## config.mk

```make
export PLATFORM = sky130hd
export DESIGN_NAME = i2c_txn_arbiter
export DESIGN_NICKNAME = d
export VERILOG_FILES = /design/src/rtl/i2c_txn_arbiter.sv
export SDC_FILE = /design/constraint.sdc
export NUM_CORES = 1
export LEC_CHECK = 0
export BUFFER_PORTS_ARGS = -buffer_cell sky130_fd_sc_hd__buf_2
export CELL_PAD_IN_SITES_DETAIL_PLACEMENT = 1
export CELL_PAD_IN_SITES_GLOBAL_PLACEMENT = 2
export CORE_UTILIZATION = 25
export DETAILED_ROUTE_END_ITERATION = 10
export PLACE_DENSITY = 0.64
export REMOVE_ABC_BUFFERS = 1
export SETUP_SLACK_MARGIN = 0.4
export SYNTH_ARGS = -nofsm -noshare
export SYNTH_HDL_FRONTEND = slang
export SYNTH_SLANG_ARGS = --single-unit
```

## constraint.sdc

```tcl
create_clock -name clk -period 2.5 [get_ports clk]
set_input_delay 0.5 -clock clk [delete_from_list [all_inputs] [get_ports clk]]
set_output_delay 0.5 -clock clk [all_outputs]
set_load 0.03 [all_outputs]
```

## src/rtl/i2c_txn_arbiter.sv

```systemverilog
// i2c_txn_arbiter: round-robin sharing of one I2C master between NREQ requesters
//   clk, reset_n                 : clock, async active-low reset
//   req_valid/addr/cmd/wdata     : per-requester request (8-bit slices)
//   req_ready, rsp_valid         : one-hot accept / completion pulses
//   rsp_rdata/nack/timeout       : completion result, held until next completion
//   i2c_addr/cmd/tx_data/trigger : captured operands and start level to the master
//   i2c_busy/rx_data/ack         : status and result from the master
module i2c_txn_arbiter #(
    parameter int NREQ = 2,
    parameter int TIMEOUT_W = 24,
    parameter logic [TIMEOUT_W-1:0] TIMEOUT_CYC = {TIMEOUT_W{1'b1}}
) (
    input  logic              clk,
    input  logic              reset_n,
    input  logic [NREQ-1:0]   req_valid,
    input  logic [8*NREQ-1:0] req_addr,
    input  logic [8*NREQ-1:0] req_cmd,
    input  logic [8*NREQ-1:0] req_wdata,
    output logic [NREQ-1:0]   req_ready,
    output logic [NREQ-1:0]   rsp_valid,
    output logic [7:0]        rsp_rdata,
    output logic              rsp_nack,
    output logic              rsp_timeout,
    output logic [7:0]        i2c_addr,
    output logic [7:0]        i2c_cmd,
    output logic [7:0]        i2c_tx_data,
    output logic              i2c_trigger,
    input  logic              i2c_busy,
    input  logic [7:0]        i2c_rx_data,
    input  logic              i2c_ack
);
    localparam int PW = (NREQ > 1) ? $clog2(NREQ) : 1;
    typedef enum logic [1:0] {IDLE, ISSUE, RUN, RESP} state_t;
    state_t state_q, state_d;
    logic busy_m_q, busy_s_q, found, grant, expired;
    logic [PW-1:0] ptr_q, ptr_d, owner_q, owner_d, gnt;
    logic [TIMEOUT_W-1:0] wd_q, wd_d;
    logic [7:0] addr_q, addr_d, cmd_q, cmd_d, wdata_q, wdata_d, rdata_q, rdata_d;
    logic nack_q, nack_d, tmo_q, tmo_d;
    always_comb begin
        found = 1'b0;
        gnt = '0;
        for (int i = 0; i < NREQ; i++) begin
            if (!found && req_valid[(int'(ptr_q) + i) % NREQ]) begin
                found = 1'b1;
                gnt = PW'((int'(ptr_q) + i) % NREQ);
            end
        end
    end
    assign grant = (state_q == IDLE) && !busy_s_q && found;
    assign expired = wd_q == TIMEOUT_CYC;
    always_comb begin
        state_d = state_q;
        ptr_d = ptr_q;
        owner_d = owner_q;
        wd_d = wd_q;
        addr_d = addr_q;
        cmd_d = cmd_q;
        wdata_d = wdata_q;
        rdata_d = rdata_q;
        nack_d = nack_q;
        tmo_d = tmo_q;
        case (state_q)
            IDLE: if (grant) begin
                state_d = ISSUE;
                ptr_d = (int'(gnt) == NREQ - 1) ? '0 : gnt + 1'b1;
                owner_d = gnt;
                addr_d = req_addr[gnt*8 +: 8];
                cmd_d = req_cmd[gnt*8 +: 8];
                wdata_d = req_wdata[gnt*8 +: 8];
                wd_d = '0;
            end
            // busy is checked before expiry so a late-but-simultaneous start is not aborted
            ISSUE: if (busy_s_q) begin
                state_d = RUN;
                wd_d = '0;
            end else if (expired) state_d = RESP;
            else wd_d = wd_q + 1'b1;
            RUN: if (!busy_s_q || expired) state_d = RESP;
            else wd_d = wd_q + 1'b1;
            RESP: begin
                state_d = IDLE;
                wd_d = '0;
            end
            default: state_d = IDLE;
        endcase
        // result registers load on entry to RESP so they are valid alongside rsp_valid
        if (state_d == RESP && state_q != RESP) begin
            rdata_d = addr_q[0] ? i2c_rx_data : 8'h00;
            nack_d = i2c_ack;
            tmo_d = (state_q == ISSUE) || busy_s_q;
        end
    end
    always_ff @(posedge clk or negedge reset_n) begin
        if (!reset_n) begin
            state_q <= IDLE;
            busy_m_q <= 1'b0;
            busy_s_q <= 1'b0;
            ptr_q <= '0;
            owner_q <= '0;
            wd_q <= '0;
            addr_q <= '0;
            cmd_q <= '0;
            wdata_q <= '0;
            rdata_q <= '0;
            nack_q <= 1'b0;
            tmo_q <= 1'b0;
        end else begin
            state_q <= state_d;
            busy_m_q <= i2c_busy;
            busy_s_q <= busy_m_q;
            ptr_q <= ptr_d;
            owner_q <= owner_d;
            wd_q <= wd_d;
            addr_q <= addr_d;
            cmd_q <= cmd_d;
            wdata_q <= wdata_d;
            rdata_q <= rdata_d;
            nack_q <= nack_d;
            tmo_q <= tmo_d;
        end
    end
    // reset_n gates the combinational grant so no accept is signalled while in reset
    assign req_ready = (grant && reset_n) ? NREQ'(1) << gnt : '0;
    assign rsp_valid = (state_q == RESP) ? NREQ'(1) << owner_q : '0;
    assign i2c_trigger = state_q == ISSUE;
    assign i2c_addr = addr_q;
    assign i2c_cmd = cmd_q;
    assign i2c_tx_data = wdata_q;
    assign rsp_rdata = rdata_q;
    assign rsp_nack = nack_q;
    assign rsp_timeout = tmo_q;
endmodule

```

==> impl_results.md, run 1 <==
- Synth-to-layout area growth: 44.75%
- Reg-to-reg startpoint: state_q[0]
- Initial core utilization: 0.2595
- Total vias in the final route: 2945
- DP Worst Slack: around 0.15 ns
- Placed Area: 3886 sq um
- Ys flop type: dfrtp_1
- Drt first pass iters: 5
- Sink Count: 64
- Synth top cells by count: dfrtp_1 (64), inv_1 (38), a222oi_1 (24)
- R2R depth: 9
- Sequential Area: 1608 sq um
- DRC: 0
- Number of global-route vias before repair: between 3000 and 4000
- WP data required: roughly 2 ns
- I/O Pins: between 100 and 150
- Min-Delay Path Class: in2async
- Critical-path cell list: inv_4 -> ha_4 -> nor2b_4 -> o21ai_2 -> a21oi_2 -> and2_4 -> buf_6
- Syn avg cell area: between 10 and 15 sq um
- Die Wd: 114.1 um
- Final Worst Setup Slack: between 0.3 and 0.4 ns
- Max-slew headroom: 0.6469
- Slowest cell delay on critical path: about 0.45 ns
- PD cells: ~1100 nW/um^2
- HPWL Detailed: about 6.8 mm
- Leading area contributor after synthesis: dfrtp_1
- Final setup violation count: 0
- Layout cell share with drive strength beyond 1: 0.4165
- Outcome: finished clean
- R2r endpoint: rsp_rdata[3]
- Max Cap Viol: 0
- Overall power: ~5 mW
- Count of hold-fix buffers inserted at cts: 0
- Full die area: about 13000 sq um
- Diode count: 0
- Setup CP Type: reg2out
- Crit. End Element: primary output
- Worst-path clk slew: ~0.05 ns
- IO buf count: 100
- Vias per inst: between 4 and 5
- CTS Buffer Depth: 2
- Footprint of the multi-input gates: 1509 sq um
- Post-synth ARST share: 1.000
- Drt initial violations: 213
- CP Launch Type: register
- Top delay family on crit path: flip-flops
- Total grt overflow: 0
- Slew Limit Fails: 0
- #FFs+latches synth: 64
- Post-Place Cells: 575
- Initial antenna violation count: 0
- Worst slew pin tran: ~0.52 ns
- Die Ht: around 110 um
- Sequential area share after synthesis: 0.5096
- Placement Rows: 40
- Final Routed Wirelength: approximately 10 mm
- Root Driver: clkbuf_16
- Synth warn: 0
- Finished Cell Area: ~4500 sq um
- Num CTS Buffers: 9
- CTS H-tree depth: 3
- Yosys cell types: 43
- Post-synth top area share: 0.5096
- Post-Layout Cell Count: between 600 and 700
- Clock Latency Late Sink: roughly 0.33 ns
- Final min period: 2.167 ns
- First-pass GRT wire length: 15.46 mm
- Final Hold Fails: 0
- Fillers: roughly 1400
- Largest net degree at the start of global routing: 36
- Clk_skew: 0.008209 ns
- Total Nets Final: approximately 500
- Mapped Cells: about 300
- Worst vdd ir: around 470 uV
- Post-route ant nets: 0
- All-layer global routing usage: 0.1535
- Setup slack, reg-to-reg: 0.46 ns
- RSZ-0062 raised after global routing: yes
- CP Buf/Inv Count: 2
- Fmax: around 0.46 GHz
- Critical-path top delay cell: dfrtp_2
- Core area: between 10000 and 15000 sq um
- Most common cell in the synthesized netlist: dfrtp_1
- GPL Wtd Cong: between 0.7 and 0.8
- Cells taking the most area after synthesis: dfrtp_1 (51%), a222oi_1 (7.6%), inv_1 (4.5%)
- Max FO, Critical Path: 3
- WP data arrival: 1.67 ns
- Part of the cycle the worst path needs: 0.8670
- Leakage: between 2 and 2.5 nW
- DR WL/cell: about 17 um
- Mapped Area: ~3100 sq um
- EDFF count, synth: 0
- TritonCTS clock tree: yes
## sequential cells by signal, summed over array words and instances, names as in the netlist, 2 cells and up
name	cells
state_q	2
wd_q	24
i2c_tx_data	8
i2c_addr	8
rsp_rdata	8
i2c_cmd	8
## where the power goes
group	total, mW	internal (mW)	switching [mW]
Sequential	1.52	1.33	0.187
Clock	1.52	1.07	0.451
Combinational	1.96	0.697	1.27
## worst max path at each step
stage                    start      endpoint  slack, ns  cells past startpoint
floorplan           state_q[0]  req_ready[0]      -0.78                      6
global placement       wd_q[0]  rsp_rdata[4]       0.24                      7
detailed placement     wd_q[0]  rsp_rdata[6]       0.15                      7
CTS                 state_q[1]  req_ready[0]       0.37                      7
global route        state_q[0]  req_ready[0]       0.29                      7
finish              state_q[0]  req_ready[0]       0.33                      7
## cells by family after synthesis
group / synth area share
xor+xnor: 0.002787
compound gates: 0.2110
simple gates: 0.1525
flops: 0.5096
fa+ha+maj: 0.02388
buf+inv: 0.06807
mux: 0.03225
## through the flow
stage	utilization	hold slack, ns	setup TNS, ns
floorplan	-	0.2044	-13.53
global placement	0.3209	0.3369	0
detailed placement	0.3209	0.3373	0
CTS	0.3641	0.2593	0
global route	0.3756	0.2690	0
finish	0.3756	0.2718	0
## layout by cell type (no fill, tap or decap), drive strengths merged, types with 2 or more instances in the layout
master / n
a21oi: 13
a222oi: 24
nor2: 12
nor3: 2
and2: 3
a21o: 2
o41ai: 2
nand2: 21
ha: 6
nor4: 3
o31ai: 12
or3: 13
and4: 4
nor2b: 7
nand4: 5
and3: 3
nand3: 9
mux2i: 9
o21ai: 26
o2111ai: 3
or4: 2
or2: 2
clkbuf: 9
nand2b: 3
inv: 38
dfrtp: 64
bufinv: 4
buf: 125
## layout make-up
class,count,share of cell area
multi-input combinational,195,0.3317
timing repair buffer,125,0.1576
tap,168,0.04620
sequential,64,0.3534
clock buffer,9,0.04950
inverter,38,0.03245
clock inverter,6,0.02915
## worst register-to-register path, delay by kind of cell, from the launching register on
family,cells,cell delay [ns]
simple gates,3,0.59
flops,1,0.45
buf+inv,3,0.42
mux,1,0.22
fa+ha+maj,1,0.17
compound gates,1,0.11
## metal layers
layer  part of all wire  global-route usage
met2               0.47              0.2485
met4              0.012             0.05195
met1               0.47              0.2003
met3              0.051             0.03812
met5                  0                   0
## repair_timing
action / 4_1_cts / 5_1_grt
setup endpoints to repair: 34 / 35
pin swaps: 3 / 8
gates cloned: 0 / 2
gates resized for setup: 19 / 25
buffers inserted: 11 / 2
Note: power is estimated with default switching activity, not from simulation.
==> run 2, diff against run 1 <==
CELL_PAD_IN_SITES_DETAIL_PLACEMENT = not set   (was 1)
CELL_PAD_IN_SITES_GLOBAL_PLACEMENT = not set   (was 2)
PLACE_DENSITY = 0.42   (was 0.64)
SLEW_MARGIN = 20   (was not set)
==> run 2 against run 1 <==
Against the previous run:
- register-to-register slack about the same
- final cell count is 0.66% higher
- die area unchanged
- critical path type unchanged
- highest routed layer unchanged
==> impl_results.md, run 2 (synthesized netlist as in run 1, its figures left out) <==
- Outcome: finished clean
- TritonCTS clock tree: yes
- Commonest cells after routing, fill and taps aside: buf_2 (98), dfrtp_1 (63), inv_1 (36), buf_4 (26), a222oi_1 (24)
- Commonest non-fill, non-tap cell in the layout: buf_2
- Num CTS Buffers: 9
- Layout cell share with drive strength beyond 1: 0.4127
- Synth-to-layout area growth: 44.23%
- Max FO, Critical Path: 3
- DR WL/cell: about 14 um
- CTS H-tree depth: 3
- CP Launch Type: register
- Clock Latency Late Sink: 0.33 ns
- Gate power share: 0.413
- Max reg flops: 24
- Core area: 12110 sq um
- Total Nets Final: just over 500
- PD cells: approximately 1000 nW/um^2
- Initial antenna violation count: 0
- Final min period: between 2 and 2.5 ns
- Slowest cell delay on critical path: about 0.41 ns
- Total vias in the final route: roughly 2800
- Max Cap Viol: 0
- WP data arrival: ~1.6 ns
- Initial core utilization: 0.2595
- Worst-path clk slew: 0.05 ns
- First-pass GRT wire length: ~13 mm
- Final Routed Wirelength: between 8 and 9 mm
- Number of global-route vias before repair: approximately 2800
- Final Hold Fails: 0
- DP Worst Slack: ~0.21 ns
- Critical-path cell list: inv_2 -> ha_4 -> nor2b_4 -> o21ai_2 -> a21oi_2 -> and2_4 -> buf_6
- Full die area: 13020 sq um
- Net switching power: between 1.5 and 2 mW
- Worst slew pin tran: a little under 0.6 ns
- Leakage: between 2 and 2.5 nW
- Min-Delay Path Class: in2async
- Die Wd: 114.1 um
- Setup CP Type: reg2out
- Post-Layout Cell Count: slightly above 600
- I/O Pins: about 100
- Reg-to-reg startpoint: state_q[0]
- Part of the cycle the worst path needs: 0.8359
- Fmax: 0.4785 GHz
- Clk_skew: 0.007173 ns
- Crit. End Element: primary output
- R2R depth: 8
- HPWL Detailed: roughly 5.8 mm
- Drt initial violations: ~200
- Post-route ant nets: 0
- Max-slew headroom: 0.6065
- Post-Place Cells: around 570
- Reg power frac: 0.319
- Die Ht: around 110 um
- Slew Limit Fails: 0
- DRC: 0
- GPL Wtd Cong: about 0.73
- Drt first pass iters: 5
- Worst vdd ir: roughly 280 uV
- Sink Count: 64
- Vias per inst: 4.657
- Sw Share: 0.3998
- Root Driver: clkbuf_16
- CTS Buffer Depth: 2
- Final setup violation count: 0
- Largest net degree at the start of global routing: 40
- All-layer global routing usage: 0.1304
- Final Worst Setup Slack: ~0.41 ns
- IO buf count: 100
- WP data required: roughly 2 ns
- Placement Rows: 40
- RSZ-0062 raised after global routing: yes
- Total grt overflow: 0
- Internal cell power: ~2.8 mW
- Diode count: 0
- Setup slack, reg-to-reg: between 0.4 and 0.5 ns
- Clock power frac: 0.268
- Biggest register: wd_q
- Critical-path top delay cell: dfrtp_1
- R2r endpoint: rsp_nack
[run 2: cell count changes in the layout (fill, tap and decap cells not counted), moves of 2 or more]
cell       previous run  this run
buf_4                23        26
buf_6                 3         5
bufinv_16             4         1
dfrtp_1              59        63
dfrtp_2               5         1
inv_2                 0         2
inv_4                 2         0
nor4_2                2         0
[run 2: through the flow]
step	hold WS, ns	utilization	TNS [ns]	total power, mW	cell area, sq um
finish	0.2185	0.3743	0	4.747	4533
global route	0.2531	0.3743	0	5.050	4533
CTS	0.2218	0.3567	0	4.671	4320
detailed placement	0.3441	0.3202	0	3.235	3879
global placement	0.3340	0.3202	0	3.232	3879
floorplan	0.2044	-	-13.53	2.630	3072
[run 2: per-layer routing]
metal  share of wire  track usage  up-vias
met1            0.46       0.1641     1321
li1                -            -     1403
met2            0.47       0.2129      105
met3           0.060      0.03547        7
met5               0            0        -
met4           0.010      0.05022        0
[run 2: worst max-delay path by stage]
stage                 startpoint            to  slack, ns  depth (start not counted)
floorplan             state_q[0]  req_ready[0]      -0.78                          6
global placement    req_valid[1]  rsp_rdata[2]       0.23                          7
detailed placement    state_q[0]  rsp_rdata[0]       0.21                          8
CTS                   state_q[0]  req_ready[0]       0.39                          7
global route          state_q[0]  req_ready[0]       0.31                          7
finish                state_q[0]  req_ready[0]       0.41                          7
[run 2: power by group through the flow]
stage / registers, mW / clock network, mW / logic [mW]
after global placement: 1.52 / 0 / 1.71
after CTS: 1.51 / 1.32 / 1.85
final: 1.51 / 1.27 / 1.96
after detailed placement: 1.53 / 0 / 1.71
after floorplan: 2.03 / 0 / 0.596
after global routing: 1.55 / 1.37 / 2.13
[run 2: timing repair]
item | in CTS | in global routing
gates resized for setup | 18 | 25
pin swaps | 4 | 11
setup endpoints to repair | 35 | 32
setup buffers | 8 | 11
hold buffers | 0 | 0
[run 2: worst max-delay path: cells and delay by family (launching register included)]
family | cells | cell delay [ns]
AO/OA/AOI/OAI | 2 | 0.19
adder cells (fa/ha/maj) | 1 | 0.13
buffers and inverters | 2 | 0.23
flip-flops | 1 | 0.41
AND/OR/NAND/NOR | 2 | 0.30
[run 2: area by class of cell]
cell class,instances,area (sq um)
timing repair buffer,130,762.0
multi-input combinational,193,1509
sequential,64,1603
fill,1225,7579
inverter,38,142.6
clock inverter,6,67.56
clock buffer,10,239.0
tap,168,210.2
==> run 3, diff against run 2 <==
PLACE_DENSITY = 0.44   (was 0.42)
clock period = 1.9 ns   (was 2.5 ns; I/O delays follow)
==> run 3 against run 2 <==
Against the previous run:
- the run now ends with setup timing left
- first-iteration DRC count is 1.0% higher
- sequential share of layout area is 5.2 points lower
- core utilization is 6.5 points higher
- clock power grew 44%
- global-route usage increased by 2.1 points
- clock-buffer cell count unchanged
- largest power group unchanged
- final area is 17% higher
- register-to-register slack lost 0.60 ns
- worst hold slack got worse by 0.16 ns
==> impl_results.md, run 3 (synthesized netlist as in run 1, its figures left out) <==
- Outcome: finished with violations
- Violated checks: setup timing
- Final setup violation count: 60
- Total Nets Final: approximately 570
- Final Worst Setup Slack: -0.1521 ns
- Vias per inst: about 4.7
- Post-Layout Cell Count: 670
- Final Hold Fails: 0
- Layout cell share with drive strength beyond 1: 0.5378
- Reg-to-reg startpoint: state_q[1]
- Worst vdd ir: roughly 460 uV
- Max Cap Viol: 0
- Largest net degree at the start of global routing: 51
- Placed Area: 4187 sq um
- Final Routed Wirelength: between 9 and 10 mm
- Post-route ant nets: 0
- R2r endpoint: rsp_nack
- Sink Count: 64
- CP Launch Type: register
- Full die area: approximately 13000 sq um
- Commonest cells after routing, fill and taps aside: buf_2 (97), buf_4 (65), dfrtp_1 (63), inv_1 (36), a222oi_1 (24)
- Reg power frac: 0.289
- Clk_skew: between 0.006 and 0.007 ns
- Min-Delay Path Class: in2async
- Placement Rows: 40
- Diode count: 0
- Leakage: between 2 and 3 nW
- Num CTS Buffers: 9
- Setup CP Type: reg2reg
- Total vias in the final route: roughly 3200
- DR WL/cell: around 15 um
- Max FO, Critical Path: 3
- Synth-to-layout area growth: 69.11%
- Overall power: slightly below 7 mW
- Finished Cell Area: approximately 5300 sq um
- IO buf count: 100
- Part of the cycle the worst path needs: 1.080
- Initial antenna violation count: 0
- Fillers: 1192
- Initial core utilization: 0.2595
- Commonest non-fill, non-tap cell in the layout: buf_2
- CTS Buffer Depth: 2
- Gate power share: 0.443
- Core area: approximately 12000 sq um
- Final min period: about 2.1 ns
- WP data arrival: between 2 and 2.5 ns
- All-layer global routing usage: 0.1514
- GPL Wtd Cong: slightly below 0.8
- Internal cell power: 4.176 mW
- Worst-path clk slew: roughly 0.06 ns
- CTS H-tree depth: 3
- Drt initial violations: ~200
- Crit. End Element: register
- Root Driver: clkbuf_16
- Fmax: around 0.5 GHz
- Post-Place Cells: 615
- HPWL Detailed: 6.119 mm
- Worst hold slack: about 0.054 ns
- First-pass GRT wire length: between 15 and 20 mm
- R2R depth: 8
- Drt first pass iters: 6
- Total grt overflow: 0
- Worst slew pin tran: 0.6732 ns
- Clock power frac: 0.267
- Biggest register: wd_q
- WP data required: approximately 2.1 ns
- I/O Pins: 101
- Sw Share: 0.3904
- Max-slew headroom: 0.5512
- Die Wd: approximately 110 um
- TritonCTS clock tree: yes
- Slew Limit Fails: 0
- Die Ht: roughly 110 um
- Max reg flops: 24
- Setup slack, reg-to-reg: -0.15 ns
- PD cells: between 1000 and 1500 nW/um^2
- Net switching power: around 2.7 mW
- Clock Latency Late Sink: between 0.3 and 0.4 ns
- RSZ-0062 raised after global routing: yes
- Number of global-route vias before repair: 3117
- DRC: 0
-- run 3: cell types whose count changed in the layout (fill, tap and decap cells not counted), sizes merged --
cell | before | now
or2 | 1 | 2
clkinvlp | 2 | 3
dlygate4sd3 | 0 | 1
o2111ai | 2 | 3
buf | 130 | 187
clkinv | 2 | 0
bufinv | 1 | 2
clkbuf | 10 | 11
-- run 3: area by class of cell --
cell class | instances | area (sq um) | share of cell area
Sequential cell | 64 | 1603 | 0.3016
Clock buffer | 10 | 239.0 | 0.04496
Timing Repair Buffer | 189 | 1340 | 0.2521
Tap cell | 168 | 210.2 | 0.03955
Multi-Input combinational cell | 195 | 1689 | 0.3178
Clock inverter | 6 | 91.34 | 0.01718
Inverter | 38 | 142.6 | 0.02684
-- run 3: how the worst max path moves through the flow --
| stage | start | endpoint | slack [ns] | depth (start not counted) |
|---|---|---|---|---|
| after detailed placement | state_q[0] | rsp_rdata[5] | -0.19 | 8 |
| after floorplan | state_q[1] | rsp_nack | -1.33 | 7 |
| after global placement | state_q[0] | wd_q[6] | -0.12 | 8 |
| after CTS | state_q[1] | req_ready[0] | -0.13 | 7 |
| final | state_q[1] | rsp_nack | -0.15 | 8 |
| after global routing | state_q[0] | req_ready[0] | -0.25 | 7 |
-- run 3: through the flow --
stage	TNS (ns)	worst slack, ns	util
6_report	-3.535	-0.1521	0.4388
5_1_grt	-8.827	-0.2464	0.4388
4_1_cts	-1.652	-0.1292	0.4199
3_5_place_dp	-2.584	-0.1905	0.3457
3_3_place_gp	-1.784	-0.1248	0.3457
2_1_floorplan	-41.67	-1.326	-
-- run 3: critical path, cell delays in order (launching register included) --
cell and delay (ns):
dfrtp_1 0.40, buf_4 0.15, ha_2 0.16, nor2b_1 0.14, or3_1 0.37, o221ai_2 0.21, nor4_2 0.08, buf_4 0.15
mux2_4 0.28
-- run 3: repair_timing --
action / 4_1_cts / 5_1_grt
endpoints found under the setup margin: 68 / 67
cloned: 8 / 1
hold endpoints to repair: 5 / 0
hold buffers: 1 / 0
setup buffers: 21 / 8
resized for setup: 95 / 29
pin swaps: 43 / 21
-- run 3: routing by layer --
layer,vias up,GRT usage,routed length (um)
met1,1527,0.1843,4596
met4,0,0.05368,150
met3,13,0.03917,482
met5,-,0,0
met2,81,0.2586,4760
li1,1533,-,-
-- run 3: power by group through the flow --
stage               Sequential [mW]  Combinational (mW)  Clock (mW)
floorplan                      2.68               0.785           0
global placement               1.99                2.39           0
detailed placement             2.00                2.39           0
CTS                            1.98                2.90        1.87
global route                   2.03                3.24        1.96
finish                         1.98                3.04        1.83
